<file path="src/rtl/mem_access_unit.sv">
// mem_access_unit
//   Load/store unit between the MIPS memory stage and a word-addressed data
//   RAM. Byte addresses become word indices. Byte and halfword loads are
//   sign- or zero-extended. Byte and halfword stores are read-modify-write,
//   because the RAM only writes whole words.
//
//   Ports
//     clk, rst        clock (rising edge), asynchronous active-low reset
//     req / ready     request handshake; accepted when req && ready
//     we, addr, wdata store flag, byte address, right-aligned store data
//     size, sign_ext  00 byte, 01 half, 1x word; load extension select
//     done, rdata     one-cycle completion pulse, extended load result
//     err             misalignment trap flag, valid with done
//     mem_a, mem_wd   RAM word index and write data
//     mem_we          RAM write enable
//     mem_rd          RAM combinational read data
//
//   Build option
//     MISALIGN_TRAP_EN  When defined, a misaligned half or word access is not
//                       performed. It completes at once with err=1.
//                       When undefined, the low address bits are forced to zero.
module mem_access_unit #(
   parameter int WIDTH = 32,
   parameter int DEPTH = 32
) (
   input  logic             clk,
   input  logic             rst,
   input  logic             req,
   output logic             ready,
   input  logic             we,
   input  logic [WIDTH-1:0] addr,
   input  logic [WIDTH-1:0] wdata,
   input  logic [1:0]       size,
   input  logic             sign_ext,
   output logic             done,
   output logic [WIDTH-1:0] rdata,
   output logic             err,
   output logic [WIDTH-1:0] mem_a,
   output logic [WIDTH-1:0] mem_wd,
   output logic             mem_we,
   input  logic [WIDTH-1:0] mem_rd
);

   localparam int AW = (DEPTH > 1) ? $clog2(DEPTH) : 1;

   localparam logic [1:0] S_IDLE = 2'd0;
   localparam logic [1:0] S_RD   = 2'd1;
   localparam logic [1:0] S_WR   = 2'd2;
   localparam logic [1:0] S_RESP = 2'd3;

   logic [1:0]       state_q, state_d;
   logic [AW+1:0]    addr_q, addr_d;   // only index + lane bits are ever used
   logic             we_q, we_d;
   logic [WIDTH-1:0] wdata_q, wdata_d;
   logic [1:0]       size_q, size_d;
   logic             sext_q, sext_d;
   logic [WIDTH-1:0] rbuf_q, rbuf_d;
   logic [WIDTH-1:0] rdata_q, rdata_d;
   logic             err_q, err_d;

   logic [1:0]       lo_mask;
   logic [7:0]       byte_v;
   logic [15:0]      half_v;
   logic [WIDTH-1:0] ld_val;
   logic [WIDTH-1:0] st_merge;

   // Half ignores addr[0] and word ignores addr[1:0]. With the trap enabled,
   // misaligned requests never reach the RAM, so this forcing is harmless.
   always_comb begin
      case (size)
         2'b00:   lo_mask = 2'b11;
         2'b01:   lo_mask = 2'b10;
         default: lo_mask = 2'b00;
      endcase
   end

   // Load extraction works straight off the RAM read port during RD.
   always_comb begin
      byte_v = mem_rd[{addr_q[1:0], 3'b000} +: 8];
      half_v = addr_q[1] ? mem_rd[31:16] : mem_rd[15:0];
      case (size_q)
         2'b00:   ld_val = sext_q ? {{(WIDTH-8){byte_v[7]}}, byte_v}
                                  : {{(WIDTH-8){1'b0}}, byte_v};
         2'b01:   ld_val = sext_q ? {{(WIDTH-16){half_v[15]}}, half_v}
                                  : {{(WIDTH-16){1'b0}}, half_v};
         default: ld_val = mem_rd;
      endcase
   end

   // Sub-word store: the word captured in RD with the target lane(s) replaced.
   always_comb begin
      st_merge = rbuf_q;
      case (size_q)
         2'b00:   st_merge[{addr_q[1:0], 3'b000} +: 8] = wdata_q[7:0];
         2'b01:   st_merge[{addr_q[1], 4'b0000} +: 16] = wdata_q[15:0];
         default: st_merge = wdata_q;
      endcase
   end

   always_comb begin
      state_d = state_q;
      addr_d  = addr_q;
      we_d    = we_q;
      wdata_d = wdata_q;
      size_d  = size_q;
      sext_d  = sext_q;
      rbuf_d  = rbuf_q;
      rdata_d = rdata_q;
      err_d   = err_q;
      case (state_q)
         S_IDLE: begin
            if (req) begin
               addr_d  = {addr[AW+1:2], addr[1:0] & lo_mask};
               we_d    = we;
               wdata_d = wdata;
               size_d  = size;
               sext_d  = sign_ext;
               err_d   = 1'b0;
               // A word store needs no old data. Everything else reads first.
               state_d = (we && size[1]) ? S_WR : S_RD;
`ifdef MISALIGN_TRAP_EN
               if ((size == 2'b01 && addr[0]) || (size[1] && addr[1:0] != 2'b00)) begin
                  err_d   = 1'b1;
                  state_d = S_RESP;
               end
`endif
            end
         end
         S_RD: begin
            rbuf_d = mem_rd;
            if (we_q) begin
               state_d = S_WR;
            end else begin
               rdata_d = ld_val;
               state_d = S_RESP;
            end
         end
         S_WR:    state_d = S_RESP;
         default: state_d = S_IDLE;
      endcase
   end

   always_ff @(posedge clk or negedge rst) begin
      if (!rst) begin
         state_q <= S_IDLE;
         addr_q  <= '0;
         we_q    <= 1'b0;
         wdata_q <= '0;
         size_q  <= 2'b00;
         sext_q  <= 1'b0;
         rbuf_q  <= '0;
         rdata_q <= '0;
         err_q   <= 1'b0;
      end else begin
         state_q <= state_d;
         addr_q  <= addr_d;
         we_q    <= we_d;
         wdata_q <= wdata_d;
         size_q  <= size_d;
         sext_q  <= sext_d;
         rbuf_q  <= rbuf_d;
         rdata_q <= rdata_d;
         err_q   <= err_d;
      end
   end

   // The outputs are decoded from state. A reset therefore drops mem_we
   // immediately, and no partial write is committed.
   assign ready  = (state_q == S_IDLE);
   assign done   = (state_q == S_RESP);
   assign mem_we = (state_q == S_WR);
   assign mem_wd = mem_we ? st_merge : '0;
   assign mem_a  = {{(WIDTH-AW){1'b0}}, addr_q[AW+1:2]};
   assign rdata  = rdata_q;
`ifdef MISALIGN_TRAP_EN
   assign err    = done & err_q;
`else
   assign err    = 1'b0;
`endif

endmodule

</file>
<file path="config.mk">
export PLATFORM = sky130hd
export DESIGN_NAME = mem_access_unit
export DESIGN_NICKNAME = d
export VERILOG_FILES = /design/src/rtl/mem_access_unit.sv
export SDC_FILE = /design/constraint.sdc
export NUM_CORES = 1
export LEC_CHECK = 0
export CORE_MARGIN = 5
export CORE_UTILIZATION = 45
export DETAILED_ROUTE_END_ITERATION = 6
export MAX_ROUTING_LAYER = met4
export PLACE_DENSITY = 0.79
export SETUP_SLACK_MARGIN = 0.02
export SYNTH_ARGS = -nofsm -noshare
export SYNTH_HDL_FRONTEND = slang
export SYNTH_SLANG_ARGS = --single-unit
</file>
<file path="constraint.sdc">
create_clock -name clk -period 2.64 [get_ports clk]
set_input_delay 0.396 -clock clk [delete_from_list [all_inputs] [get_ports clk]]
set_output_delay 0.396 -clock clk [all_outputs]
set_load 0.02 [all_outputs]
</file>
==> metrics <==
WL/cell 19.8 µm; share of the synthesized area in the top cell type 44.8%; initial antenna violation count 0; # setup viols final 0; Hold WS 0.0823 ns; top sig layer met4; Post-Layout Cell Count 917; Cell Pwr Density 1310 nW/µm²; die height 126 µm; Slew HR 14.8%; vias 5185; antenna viol nets, final 0; vias in the first global route 5325; Synth Flop Type dfrtp_1; CTS clock-pin slew for the worst setup and hold paths 0.07 ns; largest net degree at the start of global routing 52; met1 wire length 7.75 mm; share of flip-flops with an asynchronous set or reset 100%; top-count cell post-synth dfrtp_1; leak pwr 3.34 nW; RSZ-0062 raised after global routing false; largest family of logic cells by synthesized area multiplexers; Residual DRC 0; Sink Count 109; Starting Density 46.0%; DR pass1 iterations 5; CTS H-Tree Depth 3; routed vias/inst 5.65; Hold WC Path Type input port to async pin; fin crit share 96.7%; final WL 18.2 mm; CTS Hold Bufs 0; outcome complete, no violations; post-synthesis mux area share 18.0%; Initial DRC Count 508; Data arrival, critical path 2.16 ns; total power draw 10.3 mW; I/O Buffers 149; Syn Std Cell Area 6090 µm²; Die W 126 µm; Synth Area in XOR/XNOR 0%; first-pass GRT wire length 28.7 mm; simple-gate portion of the synthesized area 10.7%; Final Critical Period 2.55 ns; CP Launch Type register; kind of critical path register to output pin; Slew @ Worst Pin 1.27 ns; Critical Path Fanout Max 7; die area 16000 µm²; share of cells above drive strength 1 23.1%; Mapped Avg Cell Area 10.3 µm²; Post-synth EDFFs 0; fin util 59.6%; synth top area cells dfrtp_1, mux2_2, a21oi_1, o22ai_1, buf_4; Core Region 13200 µm²; Synth area leader dfrtp_1; Max Transition Viols Final 0; Synth-to-Final Area Change 29.6%; Setup Skew 0.00859 ns; num ports 203; root buffer cell clkbuf_16; CTS tree built; yosys warns 0; commonest cells in the netlist dfrtp_1, mux2_2, a21oi_1; Placed Cells 898; Peak supply drop 0.772 mV; compound-gate portion of the synthesized area 17.1%; Seq/Total Area, Yosys 44.8%; adder-cell share of the synthesized area 1.85%; met3 wire len 1.24 mm; post-synthesis cell type count 42; row count 42; flip-flop and latch count after synthesis 109; GRT Total Usage 23.2%; Clock Tree Buf Depth 2; Final Hold Viols 0; Inserted Clock Buffers 9; fin nets 849; global route total overflow 0; Req. time, crit path 2.24 ns; Ant. Diodes 0; dpl hpwl 13.6 mm; met2 wire length 8.91 mm; maxcap violations 0; worst-skew pair later-pin latency 0.36 ns; crit end category output pin; Syn Inst Count 590; RD Place Congestion 0.909; setup TNS 0 ns; Highest Clock Rate 0.392 GHz
per-stage QoR:
stage               area (µm²)  setup WS (ns)
detailed placement        7730         0.0818
CTS                       7990         0.0111
global placement          7730          0.103
finish                    7900         0.0862
floorplan                 6200         0.0831
global route              7900        0.00767
where the power goes:
part	internal, mW	switching [mW]	leakage (nW)	total [mW]
Clock	0.639	0.633	0.129	1.27
Combinational	2.68	3.05	1.91	5.73
Sequential	2.53	0.779	1.30	3.31
Total	5.85	4.46	3.34	10.3
worst paths after layout:
check                                        end  slack, ns  cells past startpoint                   start
max reg2reg                rdata[28]$_DFFE_PN0P_       0.48                      6  state_q[1]$_DFFE_PN0P_
max                                   mem_wd[27]       0.09                      7   addr_q[0]$_DFFE_PN0P_
min                        addr_q[5]$_DFFE_PN0P_       0.08                      1                     rst
min in group clk            rdata[7]$_DFFE_PN0P_       0.49                      2    rdata[7]$_DFFE_PN0P_
min reg2reg                 rdata[7]$_DFFE_PN0P_       0.49                      2    rdata[7]$_DFFE_PN0P_
max in group asynchronous  rdata[18]$_DFFE_PN0P_       1.76                      2                     rst
layout make-up:
type                            count  area (µm²)
Sequential cell                   109        2730
Clock inverter                      5        35.0
Clock buffer                       10         229
Tap cell                          176         220
Fill cell                        1142        5350
Inverter                            9        33.8
Multi-Input combinational cell    425        3010
Timing Repair Buffer              183        1640
worst max-delay path, cell delays in order (launching register included):
cell	delay [ns]
dfrtp_1	0.38
inv_1	0.12
ha_1	0.29
and4b_2	0.42
buf_4	0.15
a21oi_1	0.06
o22ai_1	0.21
buf_4	0.18
layer usage:
metal | vias up | GRT usage [%]
met1 | 2542 | 30.0
met3 | 28 | 4.54
li1 | 2391 | -
met5 | - | -
met4 | 0 | 5.62
met2 | 224 | 37.7
layout by cell type, fill, tap and decap left out, types with 27 or more instances in the layout:
master and count:
clkdlybuf4s50_1 116, dfrtp_1 109, mux2_2 81, a21oi_1 59, o22ai_1 41, buf_4 33, nand2_1 30, conb_1 28
nor2b_1 27, nor2_1 27
repair_timing:
item,4_1_cts,5_1_grt
gates resized for setup,43,67
buffers inserted,2,2
pin swaps,0,1
endpoints found under the setup margin,32,32
flip-flops by register name, indices dropped and copies added, names as in the netlist:
register / cells
addr_q: 7
rbuf_q: 32
rdata: 32
sext_q: 1
size_q: 2
state_q: 2
wdata_q: 32
we_q: 1
kinds of logic after synthesis:
logic type / count (synthesis)
AO/OA/AOI/OAI: 163
AND/OR/NAND/NOR: 126
flip-flops: 109
multiplexers: 99
buffers and inverters: 83
adder cells (fa/ha/maj): 9
other: 1
(Power assumes the default switching activity.)
